==> src/rtl/seq_tx.sv <==
// seq_tx: serial frame transmitter feeding a `1101` sequence detector.
// A payload word is accepted over valid/ready. The 4-bit sync preamble 1101
// goes out first, then the payload MSB-first, one bit per clock. The line
// idles at 0 between frames.
// Optional feature: define SEQ_TX_PARITY_EN to append an even-parity bit
// (XOR of the payload) after the last payload bit.
module seq_tx #(
  parameter int DATA_BITS = 8
) (
  input  logic                 clk,
  input  logic                 rst,
  input  logic [DATA_BITS-1:0] tx_data,
  input  logic                 tx_valid,
  output logic                 tx_ready,
  output logic                 o,
  output logic                 busy,
  output logic                 done
);

  localparam int CW = $clog2(DATA_BITS + 1);
  localparam logic [CW-1:0] CNT_SYNC_LAST = CW'(3);
  localparam logic [CW-1:0] CNT_DATA_LAST = CW'(DATA_BITS - 1);
  localparam logic [CW-1:0] CNT_DATA_PRE  = CW'(DATA_BITS - 2);

`ifdef SEQ_TX_PARITY_EN
  typedef enum logic [1:0] {IDLE = 2'd0, SYNC = 2'd1, DATA = 2'd2, PAR = 2'd3} state_t;
`else
  typedef enum logic [1:0] {IDLE = 2'd0, SYNC = 2'd1, DATA = 2'd2} state_t;
`endif

  state_t                 state_r;
  logic [CW-1:0]          cnt_r;
  logic [DATA_BITS-1:0]   sh_r;
  logic                   o_r;
  logic                   busy_r;
  logic                   done_r;
  logic                   ready_s;
  logic                   accept_s;
`ifdef SEQ_TX_PARITY_EN
  logic                   par_r;

  // Even parity over the payload word.
  function automatic logic parity_of(input logic [DATA_BITS-1:0] d);
    return ^d;
  endfunction
`endif

  // Sync bit that follows preamble position idx (preamble is 1,1,0,1).
  function automatic logic sync_next(input logic [CW-1:0] idx);
    logic b;
    case (idx)
      CW'(0):  b = 1'b1;
      CW'(1):  b = 1'b0;
      CW'(2):  b = 1'b1;
      default: b = 1'b0;
    endcase
    return b;
  endfunction

  // Ready when idle or while the final frame bit is on the line (done_r marks it).
  always_comb begin
    ready_s = 1'b0;
    if (rst) begin
      ready_s = 1'b0;
    end else if ((state_r == IDLE) || done_r) begin
      ready_s = 1'b1;
    end else begin
      ready_s = 1'b0;
    end
  end

  assign accept_s = tx_valid && ready_s;
  assign tx_ready = ready_s;
  assign o        = o_r;
  assign busy     = busy_r;
  assign done     = done_r;

  // Frame FSM: registers the bit to be shown on the line in the next cycle.
  always_ff @(posedge clk) begin
    if (rst) begin
      state_r <= IDLE;
      cnt_r   <= '0;
      sh_r    <= '0;
      o_r     <= 1'b0;
      busy_r  <= 1'b0;
      done_r  <= 1'b0;
`ifdef SEQ_TX_PARITY_EN
      par_r   <= 1'b0;
`endif
    end else if (accept_s) begin
      // Start a frame, from IDLE or back-to-back from the final bit.
      state_r <= SYNC;
      cnt_r   <= '0;
      sh_r    <= tx_data;
      o_r     <= 1'b1;
      busy_r  <= 1'b1;
      done_r  <= 1'b0;
`ifdef SEQ_TX_PARITY_EN
      par_r   <= parity_of(tx_data);
`endif
    end else if (done_r) begin
      // Final bit shown and nothing queued: release the line.
      state_r <= IDLE;
      cnt_r   <= '0;
      o_r     <= 1'b0;
      busy_r  <= 1'b0;
      done_r  <= 1'b0;
    end else begin
      case (state_r)
        IDLE: begin
          o_r    <= 1'b0;
          busy_r <= 1'b0;
          done_r <= 1'b0;
        end
        SYNC: begin
          if (cnt_r == CNT_SYNC_LAST) begin
            state_r <= DATA;
            cnt_r   <= '0;
            o_r     <= sh_r[DATA_BITS-1];
            done_r  <= 1'b0;
          end else begin
            cnt_r   <= cnt_r + CW'(1);
            o_r     <= sync_next(cnt_r);
          end
        end
        DATA: begin
          if (cnt_r == CNT_DATA_LAST) begin
`ifdef SEQ_TX_PARITY_EN
            state_r <= PAR;
            cnt_r   <= '0;
            o_r     <= par_r;
            done_r  <= 1'b1;
`else
            // Last payload bit is the frame end; handled by the done_r path.
            state_r <= IDLE;
            cnt_r   <= '0;
            o_r     <= 1'b0;
            busy_r  <= 1'b0;
            done_r  <= 1'b0;
`endif
          end else begin
            cnt_r <= cnt_r + CW'(1);
            o_r   <= sh_r[DATA_BITS-2];
            sh_r  <= {sh_r[DATA_BITS-2:0], 1'b0};
`ifdef SEQ_TX_PARITY_EN
            done_r <= 1'b0;
`else
            done_r <= (cnt_r == CNT_DATA_PRE);
`endif
          end
        end
`ifdef SEQ_TX_PARITY_EN
        PAR: begin
          // Parity cycle is always final; handled by the done_r path.
          state_r <= IDLE;
          cnt_r   <= '0;
          o_r     <= 1'b0;
          busy_r  <= 1'b0;
          done_r  <= 1'b0;
        end
`endif
        default: begin
          state_r <= IDLE;
          cnt_r   <= '0;
          o_r     <= 1'b0;
          busy_r  <= 1'b0;
          done_r  <= 1'b0;
        end
      endcase
    end
  end

endmodule

==> config.mk <==
export PLATFORM = sky130hd
export DESIGN_NAME = seq_tx
export DESIGN_NICKNAME = d
export VERILOG_FILES = /design/src/rtl/seq_tx.sv
export SDC_FILE = /design/constraint.sdc
export NUM_CORES = 1
export LEC_CHECK = 0
export ABC_AREA = 0
export CAP_MARGIN = 20
export CORE_UTILIZATION = 55
export DETAILED_ROUTE_END_ITERATION = 16
export PLACE_DENSITY = 0.82
export RECOVER_POWER = 25
export SYNTH_ARGS = -nofsm -noshare
export SYNTH_HDL_FRONTEND = slang
export SYNTH_SLANG_ARGS = --single-unit
==> constraint.sdc <==
create_clock -name clk -period 3.1 [get_ports clk]
set_input_delay 0.31 -clock clk [delete_from_list [all_inputs] [get_ports clk]]
set_output_delay 0.31 -clock clk [all_outputs]
set_load 0.1 [all_outputs]
After elaboration in Yosys (flattened, before gate mapping)
Index checks and enable logic that the tools add are counted.

Register bits after elaboration: 17. Output and inout port bits: 4. Logic and storage cells: 60.

Add/sub/neg operators: 1. Equality and inequality tests: 14. Mux-type cells: 24. Bitwise gates (word level): 2. Reduce and logical (&&, ||, !) cells: 12.

Operators by type and width (count): two-way mux 8 bit (4); two-way mux 1 bit (12); one-hot mux 4 bit (3 select lines) (1); AND reduction 3 bit (3); equality test 4 x 2 -> 1 bit (second input constant) (2); equality test 4 x 3 -> 1 bit (second input constant) (2); two-way mux 4 bit (2); != test 4 bit (second input constant) (2); != test 2 bit (second input constant) (3); != test 3 bit (second input constant) (2); one-hot mux 2 bit (3 select lines) (1); OR reduction 5 bit (1); adder 4 x 1 -> 4 bit (second input constant) (1); logical NOT 4 bit (1); two-way mux 2 bit (2); one-hot mux 1 bit (2 select lines) (2); OR reduction 3 bit (1); equality test 2 x 1 -> 1 bit (second input constant) (1); equality test 2 bit (second input constant) (1); logical NOT 2 bit (1); != test 2 x 1 -> 1 bit (second input constant) (1); NOT 1 bit (2); AND reduction 2 bit (1); nonzero test 2 bit (1); other kinds (3) (3).

Depth between registers and ports, before layout
Word-level depth: 7. Depth in mapped cells: 7. Depth with buffers taken out: 6.

Least setup slack after synthesis
OpenSTA, ideal clock, no wires.

Kind: register to register. Start: register done_r, in the netlist done. End: register sh_r[1]. Library setup time: 0.086 ns. Arrival time: 2.231 ns. Required time: 3.014 ns. Path slack: 0.783 ns. Stages on the path, launching flop included: 5. Clock period less this slack: 2.317 ns. Cell sequence: dfxtp_1 -> o21ba_2 -> nand2_1 -> buf_2 -> a211oi_1.

Cells in the longest elaborated chain, start to end: 6.

Ends and longest elaborated chain: start: declaration (line 36) `logic done_r;`; start signal: assignment (line 148) `done_r <= (cnt_r == CNT_DATA_PRE);`; logical OR 1 bit * (line 65) `end else if ((state_r == IDLE) || done_r) begin`; two-way mux 1 bit * (line 65); two-way mux 1 bit * (line 63) `if (rst) begin`; net tx_ready (line 14) `output logic tx_ready,`; logical AND 1 bit * (line 72) `assign accept_s = tx_valid && ready_s;`; != test 2 bit (no line), or another cell as far along; AND reduction 3 bit (no line); end signal: assignment (line 94) `sh_r <= tx_data;`; end signal: assignment (line 144) `sh_r <= {sh_r[DATA_BITS-2:0], 1'b0};`; end: declaration (line 33) `logic [DATA_BITS-1:0] sh_r;`.

The timed path passes the listed nets; every way through them passes the cells marked *. A chain may end at the register's enable or synchronous reset.

Worst setup path after layout
Start: register done_r, in the netlist done. End: output port done.

RTL lines: end: declaration (line 17) `output logic done`.

No word-level cell between the ends.

==> summary.md <==
| Metric | Value |
|---|---|
| Status | `complete, no violations` |
| Root Buffer | `clkbuf_4` |
| Dpl hpwl | `1.39 mm` |
| Num ports | `15` |
| Crit end category | `primary output` |
| Clk buf depth | `2` |
| Synth-to-layout area growth | `17.2%` |
| Netlist cell types | `29` |
| Final slew viol count | `0` |
| Vias post-DR | `758` |
| Initial antenna violation count | `0` |
| Setup TNS | `0 ns` |
| # setup viols final | `0` |
| Iter 0 DRT Violations | `16` |
| Mapped cell area | `910 um2` |
| Die area | `0.00182 mm2` |
| Synthesis-stage register bit count | `17` |
| Max cap viols | `0` |
| Total global routing overflow | `0` |
| Die width | `42.7 um` |
| FP Rows | `14` |
| Critical path type | `reg2out` |
| Post-CTS setup buffers | `0` |
| Worst path buffer plus inverter count | `1` |
| Worst EP required | `2.79 ns` |
| Clock latency on the worst-skew pair | `0.29 ns` |
| Post-route antenna net violation count | `0` |
| DRC violations left | `0` |
| RePlAce Congestion | `0.820` |
| Crit path DAT | `1.82 ns` |
| First-pass GRT wire length | `3.14 mm` |
| Relative slew slack | `35.4%` |
| Fmax | `0.469 GHz` |
| Drt pass-1 iters | `4` |
| Clock Sinks | `17` |
| Peak VDD IR | `0.360 mV` |
| Largest fanout on the critical path | `4` |
| Final hold viol count | `0` |
| Core ar. | `0.00152 mm2` |
| Buffers on Ports | `14` |
| Setup crit start kind | `flop` |
| Tightest Pin Transition | `0.966 ns` |
| Worst hold slack | `0.481 ns` |
| Async SR Flop Fraction | `0%` |
| Leak | `0.437 nW` |
| Die span in y | `42.7 um` |
| Final nets | `133` |
| Crit share post-route | `68.7%` |
| Post-synthesis sequential area ratio | `37.4%` |
| Tmin final | `2.13 ns` |
| Clock skew | `0.00402 ns` |
| Final wirelength | `1.84 mm` |
| Synthesis Warnings | `0` |
| Slowest CP cell | `clkdlybuf4s50_1` |
| Synth Flop Type | `dfxtp_1` |
| Max incr delay on CP | `1.15 ns` |
| Vias per cell | `5.79` |
| Share of cells above drive strength 1 | `6.96%` |
| Critical-path cell list | `clkdlybuf4s50_1` |
| Vias in the first global route | `749` |
| # H-tree levels | `1` |
| Power per cell area | `502 mW/mm2` |
| RSZ-0062 raised after global routing | `false` |
| Gate Count Post-Synth | `101` |
| CTS Hold Buffers Added | `0` |
| Mapped Nets | `118` |
| CTS tree | `built` |
| Power Total | `0.535 mW` |
| Largest net degree at the start of global routing | `18` |
| Post-synth EDFFs | `0` |
| Post-Syn Area per Cell | `9.01 um2` |
| Largest delay contributor family on the critical path | `buffers and inverters` |
| Initial Utilization | `59.7%` |
| Clock-pin slew on the worst setup and hold paths | `0.09 ns` |
| Worst hold path type | `reg2reg` |
| # fillers | `123` |
| Total CTS buffers | `3` |
| Post-CTS sizing | `0` |
| Number of diodes | `0` |
| Drt wl/cell | `14.0 um` |
| Gr usage total | `22.7%` |
area by class of cell:
cell class                      count  area [um2]  share of cell area [%]
Timing Repair Buffer               14         138                    12.9
Tap cell                           16        20.0                    1.88
Sequential cell                    17         340                    31.9
Multi-Input combinational cell     76         527                    49.4
Clock buffer                        4        26.3                    2.46
Inverter                            4        15.0                    1.41
power breakdown:
group          switching, mW  internal (mW)  total [mW]
clock network         0.0680         0.0501       0.118
logic                  0.107         0.0602       0.168
registers             0.0117          0.237       0.249
total                  0.187          0.348       0.535
metal layers:
metal,GRT usage [%],vias up,share of wire [%]
met5,0,-,0
met2,36.1,19,45
met1,28.8,345,49
met4,13.1,0,2.2
met3,3.83,5,3.8
li1,-,389,-
metrics by stage:
| stage | util [%] | cell area [um2] | cells | setup slack [ns] |
|---|---|---|---|---|
| final | 70.0 | 1070 | 131 | 0.969 |
| after global routing | 70.0 | 1070 | 131 | 0.922 |
| after detailed placement | 68.8 | 1050 | 127 | 1.06 |
| after global placement | 68.8 | 1050 | 127 | 1.14 |
| after CTS | 70.5 | 1070 | 131 | 0.957 |
| after floorplan | - | 910 | 101 | 0.783 |
final timing paths:
path                            slack [ns]  depth (start not counted)                   end                   from
worst max-delay path                  0.97                          1                  done        done$_SDFF_PP0_
worst min register to register        0.48                          2  sh_r[0]$_SDFFE_PP0P_   sh_r[0]$_SDFFE_PP0P_
worst max register to register        1.27                          5  sh_r[5]$_SDFFE_PP0P_  cnt_r[0]$_SDFFE_PP0N_
worst min-delay path                  0.48                          2  sh_r[0]$_SDFFE_PP0P_   sh_r[0]$_SDFFE_PP0P_
sequential cells by signal (all words and copies together), names as in the netlist:
signal and cells:
busy 1, sh_r 8, o 1, done 1
state_r 2, cnt_r 4
cells by family after synthesis:
kind of cell / Yosys count / share of synthesized area (%)
DFF: 17 / 37.4
and+or+nand+nor: 37 / 21.0
AOI/OAI and AO/OA: 25 / 20.2
buffers and inverters: 8 / 3.71
muxes: 8 / 9.35
adders and majority gates: 6 / 8.25
synthesized netlist by cell type, types with 2 or more instances:
| library cell | count | area (um2) |
|---|---|---|
| nand3b_1 | 3 | 22.5 |
| nor2_1 | 13 | 48.8 |
| ha_1 | 6 | 75.1 |
| inv_1 | 4 | 15.0 |
| buf_2 | 3 | 15.0 |
| o21ai_0 | 4 | 20.0 |
| dfxtp_1 | 17 | 340 |
| and2_1 | 3 | 18.8 |
| mux2i_1 | 7 | 70.1 |
| nand2_1 | 9 | 33.8 |
| nand3_1 | 3 | 15.0 |
| a211oi_1 | 7 | 52.6 |
| a21oi_1 | 5 | 25.0 |
| o211ai_1 | 2 | 15.0 |
cell usage in the layout, fill, tap and decap left out, types with 2 or more instances in the layout:
master,count
dfxtp_1,17
nor2_1,13
clkdlybuf4s50_1,12
nand2_1,9
mux2i_1,7
a211oi_1,7
ha_1,6
a21oi_1,5
inv_1,4
o21ai_0,4
nand3b_1,3
and2_1,3
nand3_1,3
clkbuf_4,3
nor3b_1,2
o211ai_1,2
No activity file was read; power rests on OpenSTA's default activity.
